File: src/rtl/branch_predictor_pkg.sv
// Shared constants and helpers for the branch predictor: PC step, clog2 and saturating counter math.
// Functions are pure combinational; no state or flow control lives here.
package branch_predictor_pkg;

  localparam int          XLEN_DEF = 32;
  localparam int unsigned PC_INC   = 4;

  function automatic int clog2(input int unsigned n);
    int r;
    r = 0;
    while ((32'd1 << r) < n) r++;
    return r;
  endfunction

  // Counters up to 64 bits share these; w selects the live width.
  function automatic logic [63:0] sat_max(input int unsigned w);
    return (w >= 64) ? '1 : ((64'd1 << w) - 64'd1);
  endfunction

  function automatic logic [63:0] sat_inc(input logic [63:0] v, input int unsigned w);
    return (v >= sat_max(w)) ? sat_max(w) : v + 64'd1;
  endfunction

  function automatic logic [63:0] sat_dec(input logic [63:0] v, input int unsigned w);
    return (v == 64'd0) ? 64'd0 : v - 64'd1;
  endfunction

endpackage

File: src/rtl/branch_predictor_sat_counter.sv
// Saturating up/down counter with synchronous load and async reset value.
// Latency: new value visible one clock after en/load; no backpressure.
module bp_sat_counter
  import branch_predictor_pkg::*;
#(
  parameter int            W       = 2,
  parameter logic [W-1:0]  RST_VAL = '0
) (
  input  logic         clk_i,
  input  logic         rst_i,
  input  logic         en_i,
  input  logic         up_i,
  input  logic         load_i,
  input  logic [W-1:0] load_val_i,
  output logic [W-1:0] cnt_o
);

  logic [W-1:0] cnt_q, cnt_d;

  always_comb begin
    cnt_d = cnt_q;
    if (load_i)
      cnt_d = load_val_i;
    else if (en_i)
      cnt_d = up_i ? W'(sat_inc(64'(cnt_q), W)) : W'(sat_dec(64'(cnt_q), W));
  end

  always_ff @(posedge clk_i or posedge rst_i) begin
    if (rst_i) cnt_q <= RST_VAL;
    else       cnt_q <= cnt_d;
  end

  assign cnt_o = cnt_q;

endmodule

File: src/rtl/branch_predictor.sv
// Direct-mapped BTB predictor with per-entry saturating counters, ID-stage training and statistics.
// Latency: prediction and mispredict are combinational; training lands at the next clock; no backpressure.
module branch_predictor
  import branch_predictor_pkg::*;
#(
  parameter int XLEN      = XLEN_DEF,
  parameter int ENTRIES   = 16,
  parameter int CTR_BITS  = 2,
  parameter int STAT_BITS = 32
) (
  input  logic                 clk_i,
  input  logic                 rst_i,
  input  logic [XLEN-1:0]      pc_i,
  output logic                 pred_hit_o,
  output logic                 pred_taken_o,
  output logic [XLEN-1:0]      pred_target_o,
  input  logic                 upd_valid_i,
  input  logic [XLEN-1:0]      upd_pc_i,
  input  logic                 upd_taken_i,
  input  logic [XLEN-1:0]      upd_target_i,
  input  logic                 upd_pred_taken_i,
  input  logic [XLEN-1:0]      upd_pred_target_i,
  output logic                 mispredict_o,
  output logic [XLEN-1:0]      recover_pc_o,
  output logic [STAT_BITS-1:0] branch_cnt_o,
  output logic [STAT_BITS-1:0] mispredict_cnt_o
);

  localparam int IDX_BITS = clog2(ENTRIES);
  localparam int TAG_W    = XLEN - IDX_BITS - 2;
  localparam logic [CTR_BITS-1:0] CTR_WEAK_T  = CTR_BITS'(1) << (CTR_BITS - 1);
  localparam logic [CTR_BITS-1:0] CTR_WEAK_NT = CTR_WEAK_T - CTR_BITS'(1);

  logic                 valid_q  [ENTRIES];
  logic                 valid_d  [ENTRIES];
  logic [TAG_W-1:0]     tag_q    [ENTRIES];
  logic [TAG_W-1:0]     tag_d    [ENTRIES];
  logic [XLEN-1:0]      target_q [ENTRIES];
  logic [XLEN-1:0]      target_d [ENTRIES];
  logic [ENTRIES-1:0][CTR_BITS-1:0] ctr;

  logic [IDX_BITS-1:0] rd_idx, up_idx;
  logic [TAG_W-1:0]    rd_tag, up_tag;
  logic                up_hit;

  assign rd_idx = pc_i[IDX_BITS+1:2];
  assign rd_tag = pc_i[XLEN-1:IDX_BITS+2];
  assign up_idx = upd_pc_i[IDX_BITS+1:2];
  assign up_tag = upd_pc_i[XLEN-1:IDX_BITS+2];
  assign up_hit = valid_q[up_idx] && (tag_q[up_idx] == up_tag);

  // Prediction reads only registered state, so a same-cycle update is not bypassed.
  always_comb begin
    pred_hit_o    = valid_q[rd_idx] && (tag_q[rd_idx] == rd_tag);
    pred_taken_o  = pred_hit_o && ctr[rd_idx][CTR_BITS-1];
    pred_target_o = pred_taken_o ? target_q[rd_idx] : pc_i + XLEN'(PC_INC);
  end

  always_comb begin
    mispredict_o = 1'b0;
    recover_pc_o = '0;
    if (upd_valid_i) begin
      mispredict_o = (upd_taken_i != upd_pred_taken_i) ||
                     (upd_taken_i && (upd_pred_target_i != upd_target_i));
      recover_pc_o = upd_taken_i ? upd_target_i : upd_pc_i + XLEN'(PC_INC);
    end
  end

  // A taken resolution either refreshes a hit's target or allocates over the slot.
  always_comb begin
    valid_d  = valid_q;
    tag_d    = tag_q;
    target_d = target_q;
    if (upd_valid_i && upd_taken_i) begin
      valid_d[up_idx]  = 1'b1;
      tag_d[up_idx]    = up_tag;
      target_d[up_idx] = upd_target_i;
    end
  end

  always_ff @(posedge clk_i or posedge rst_i) begin
    if (rst_i) begin
      for (int i = 0; i < ENTRIES; i++) begin
        valid_q[i]  <= 1'b0;
        tag_q[i]    <= '0;
        target_q[i] <= '0;
      end
    end else begin
      valid_q  <= valid_d;
      tag_q    <= tag_d;
      target_q <= target_d;
    end
  end

  for (genvar g = 0; g < ENTRIES; g++) begin : g_ctr
    logic sel;
    assign sel = upd_valid_i && (up_idx == IDX_BITS'(g));
    bp_sat_counter #(.W(CTR_BITS), .RST_VAL(CTR_WEAK_NT)) u_ctr (
      .clk_i      (clk_i),
      .rst_i      (rst_i),
      .en_i       (sel && up_hit),
      .up_i       (upd_taken_i),
      .load_i     (sel && !up_hit && upd_taken_i),
      .load_val_i (CTR_WEAK_T),
      .cnt_o      (ctr[g])
    );
  end

  bp_sat_counter #(.W(STAT_BITS), .RST_VAL('0)) u_branch_cnt (
    .clk_i      (clk_i),
    .rst_i      (rst_i),
    .en_i       (upd_valid_i),
    .up_i       (1'b1),
    .load_i     (1'b0),
    .load_val_i ('0),
    .cnt_o      (branch_cnt_o)
  );

  bp_sat_counter #(.W(STAT_BITS), .RST_VAL('0)) u_mispredict_cnt (
    .clk_i      (clk_i),
    .rst_i      (rst_i),
    .en_i       (mispredict_o),
    .up_i       (1'b1),
    .load_i     (1'b0),
    .load_val_i ('0),
    .cnt_o      (mispredict_cnt_o)
  );

endmodule

File: config.mk
export PLATFORM = sky130hd
export DESIGN_NAME = branch_predictor
export DESIGN_NICKNAME = d
export VERILOG_FILES = /design/src/rtl/branch_predictor_pkg.sv /design/src/rtl/branch_predictor_sat_counter.sv /design/src/rtl/branch_predictor.sv
export SDC_FILE = /design/constraint.sdc
export NUM_CORES = 2
export LEC_CHECK = 0
export ABC_AREA = 1
export CAP_MARGIN = 20
export CORE_MARGIN = 4
export CORE_UTILIZATION = 40
export DETAILED_ROUTE_END_ITERATION = 7
export PLACE_DENSITY = 0.63
export SYNTH_ARGS = -nofsm -noshare
export SYNTH_HDL_FRONTEND = slang
export SYNTH_SLANG_ARGS = --single-unit
File: constraint.sdc
create_clock -name clk_i -period 84.6 [get_ports clk_i]
set_input_delay 16.92 -clock clk_i [delete_from_list [all_inputs] [get_ports clk_i]]
set_output_delay 16.92 -clock clk_i [all_outputs]
set_load 0.03 [all_outputs]
==> impl_metrics.tcl <==
set metrics [dict create \
    power.density_nw_per_um2 23.0 \
    placed_area_sq_um 59600 \
    synth_simple_gate_area_frac 0.243 \
    wl_per_cell_um 22.8 \
    rr_endpoint "u_mispredict_cnt.cnt_o[14]" \
    areaGrowthSynthToFinish_pct 12.8 \
    async_flop_share 1.00 \
    wl_um 219000 \
    fin_nets 7752 \
    vias 54400 \
    root_buffer "clkbuf_16" \
    post-place-ws_ns 45.00 \
    cts_buffers 115 \
    skew_ns 0.0590 \
    ys_seq_area_frac 0.461 \
    slew_violations 0 \
    io-pin-count 264 \
    vias_per_cell 5.67 \
    finalSetupTns_ns 0 \
    hold_class "flip-flop to flip-flop" \
    hold_violations 0 \
    finish.utilization 0.456 \
    core_sq_um 140000 \
    fin_crit_sh 0.462 \
    critPathKind "input port to primary output" \
    yosysWarningCount 0 \
    synth-compound-area-share 0.192 \
    synthAdderAreaFrac 0.00155 \
    design.die.area_sq_um 147000 \
    min_to "valid_q[1]" \
    max-vdd-ir-drop_uv 20.0 \
    synth_edf_count 0 \
    maxCapViolCount 0 \
    clock_sinks 1040 \
    reg2reg_depth 13 \
    tightest_slew_ns 1.22 \
    fillers 14100 \
    grt_overflow 0 \
    synthFlopType "dfrtp_1" \
    cts.clk_slew.worst_paths_ns 0.06 \
    r2r_slack_ns 81.41 \
    initial_core_util 0.404 \
    fin_crit_ns 39.05 \
    cts_tree "done" \
    final-setup-viol-count 0 \
    grt_max_degree 165 \
    status "finished, final reports clean" \
    synth_mux_area_frac 0 \
    synth_xor_area_frac 0.0158 \
    post_cts.repair.setup_buffers 0 \
    yosys.area.top_type "dfrtp_1" \
    grt_pass1_wl_um 326000 \
    cp-start-kind "input port" \
    ys_top_cells_by_area "dfrtp_1 (45%), nand2_1 (15%), o21ai_0 (12%)" \
    final_area_sq_um 63700 \
    worst_slew_margin_rel 0.187 \
    ys_types 53 \
    critPathCaptureType "primary output" \
    hold_buffers 0 \
    synth_top_area_frac 0.454 \
    cp_max_fo 56 \
    grt_antenna_before_repair 18 \
    required_ns 67.68 \
    cts_htree_levels 3 \
    fmax_mhz 25.6 \
    hold_ws_ns 0.463 \
    hold_start "valid_q[1]" \
    die-width_um 384 \
    rsz0062_at_grt "false" \
    syn_nets 7864 \
    syn_area_sq_um 56500 \
    first_global_vias 50400 \
    first_pass_iters 8 \
    port_buffers 263 \
    drtIter0Drc 6856 \
    ant_nets 0 \
    synth_top_family_by_area "simple AND/OR/NAND/NOR gates" \
    synth_area_per_cell_sq_um 7.31 \
    track_usage 0.291 \
    worst_slack_ns 45.55 \
    critPathArrivalTime_ns 22.13 \
    insertion_delay_ns 0.77 \
    die_h_um 384 \
    syn_inst 7724 \
    r2r-start "u_mispredict_cnt.cnt_o[3]" \
    gp_congestion 0.936 \
    min_path_cells 2 \
    drc 0 \
    clk_path_buf_depth 3 \
    postCtsResizedCells 0 \
    p_leak_uw 0.0302 \
    drive_gt1_frac 0.0488 \
    synth-seq-cells 1040 \
    rows 137 \
    hpwl_um 136000 \
]
==> state kept, by name (all words and copies together), names as in the netlist <==
name,flops
g_ctr.u_ctr.cnt_o,32
target_q,512
u_mispredict_cnt.cnt_o,32
valid_q,16
u_branch_cnt.cnt_o,32
tag_q,416
==> critical path, stage by stage <==
cell and delay, ns:
buf_4 0.46, buf_4 0.52, buf_4 0.50, nand2_1 0.16, clkinv_2 0.44, buf_4 0.68, nand2_1 0.13, nand2_1 0.19
inv_2 0.06, nand3_1 0.11, nand2_1 0.07, inv_1 0.06, nand2_1 0.07, nor2_1 0.13, nand2_1 0.07, nor2_1 0.11
nand3_2 0.21, buf_12 0.27, o21ai_1 0.14, clkdlybuf4s50_1 0.72
==> routing by layer <==
layer	share of wire	GRT usage	vias up
li1	-	-	25000
met5	0.00037	0	-
met3	0.098	0.0668	561
met2	0.43	0.441	2694
met1	0.41	0.391	26100
met4	0.057	0.146	14
==> layout make-up <==
type	count	area [sq um]	area share
sequential	1040	26000	0.409
clock inverter	43	616	0.00966
multi-input combinational	5523	25700	0.403
clock buffer	168	3380	0.0530
inverter	582	2210	0.0347
antenna	10	25.0	0.000393
timing repair buffer	350	3400	0.0533
tap	1876	2350	0.0368
==> cells in the mapped netlist, drive strengths merged (45+ instances only) <==
cell / n
dfrtp: 1024
o22ai: 86
nand2: 2293
o211ai: 153
a21oi: 134
buf: 199
nand3: 311
nor2: 688
nand4: 56
o221ai: 45
clkbuf: 380
nor3: 50
o21ai: 1491
inv: 561
xor2: 85
==> stage by stage <==
step	power [uW]	instances
floorplan	835	7724
global placement	928	9367
detailed placement	935	9368
CTS	1470	9579
global route	1540	9584
finish	1470	9592
==> cell families after synthesis <==
kind of cell / after synthesis
AOI/OAI and AO/OA: 1982
adders and majority gates: 7
buffers and inverters: 1161
xor gates and xnor gates: 102
and+or+nand+nor: 3432
DFF: 1040
==> layout by cell type, fill, tap and decap left out, drive strengths merged, types with 5 or more instances in the layout <==
master         count
a21boi            16
dfrtp           1024
ha                 7
nor2             688
clkbuf           168
o221ai            45
o211a             12
inv              562
dfstp             16
a21oi            134
nand3            311
nor3              50
o211ai           153
clkinv            47
clkinvlp           5
nand4             56
o21ai           1491
a32o              12
diode             10
clkdlybuf4s50    257
o22ai             86
xnor2             17
nor4              18
a221oi            19
a31oi              8
buf               93
nand2           2293
or2                8
bufinv            11
xor2              85
==> worst max path at each step <==
stage                        from                      end  cells past startpoint
after floorplan             rst_i  g_ctr[0].u_ctr.cnt_o[1]                      1
after global placement    pc_i[4]        pred_target_o[31]                     17
after detailed placement  pc_i[4]        pred_target_o[28]                     17
after CTS                 pc_i[4]        pred_target_o[28]                     17
after global routing      pc_i[2]        pred_target_o[20]                     24
final                     pc_i[4]        pred_target_o[31]                     20
==> report_power, final <==
part	internal (uW)	leakage (uW)	switching [uW]	total, uW
registers	586	0.0133	58.7	644
clock network	311	0.00195	223	533
logic	101	0.0149	188	289
Note: power is estimated with default switching activity, not from simulation.
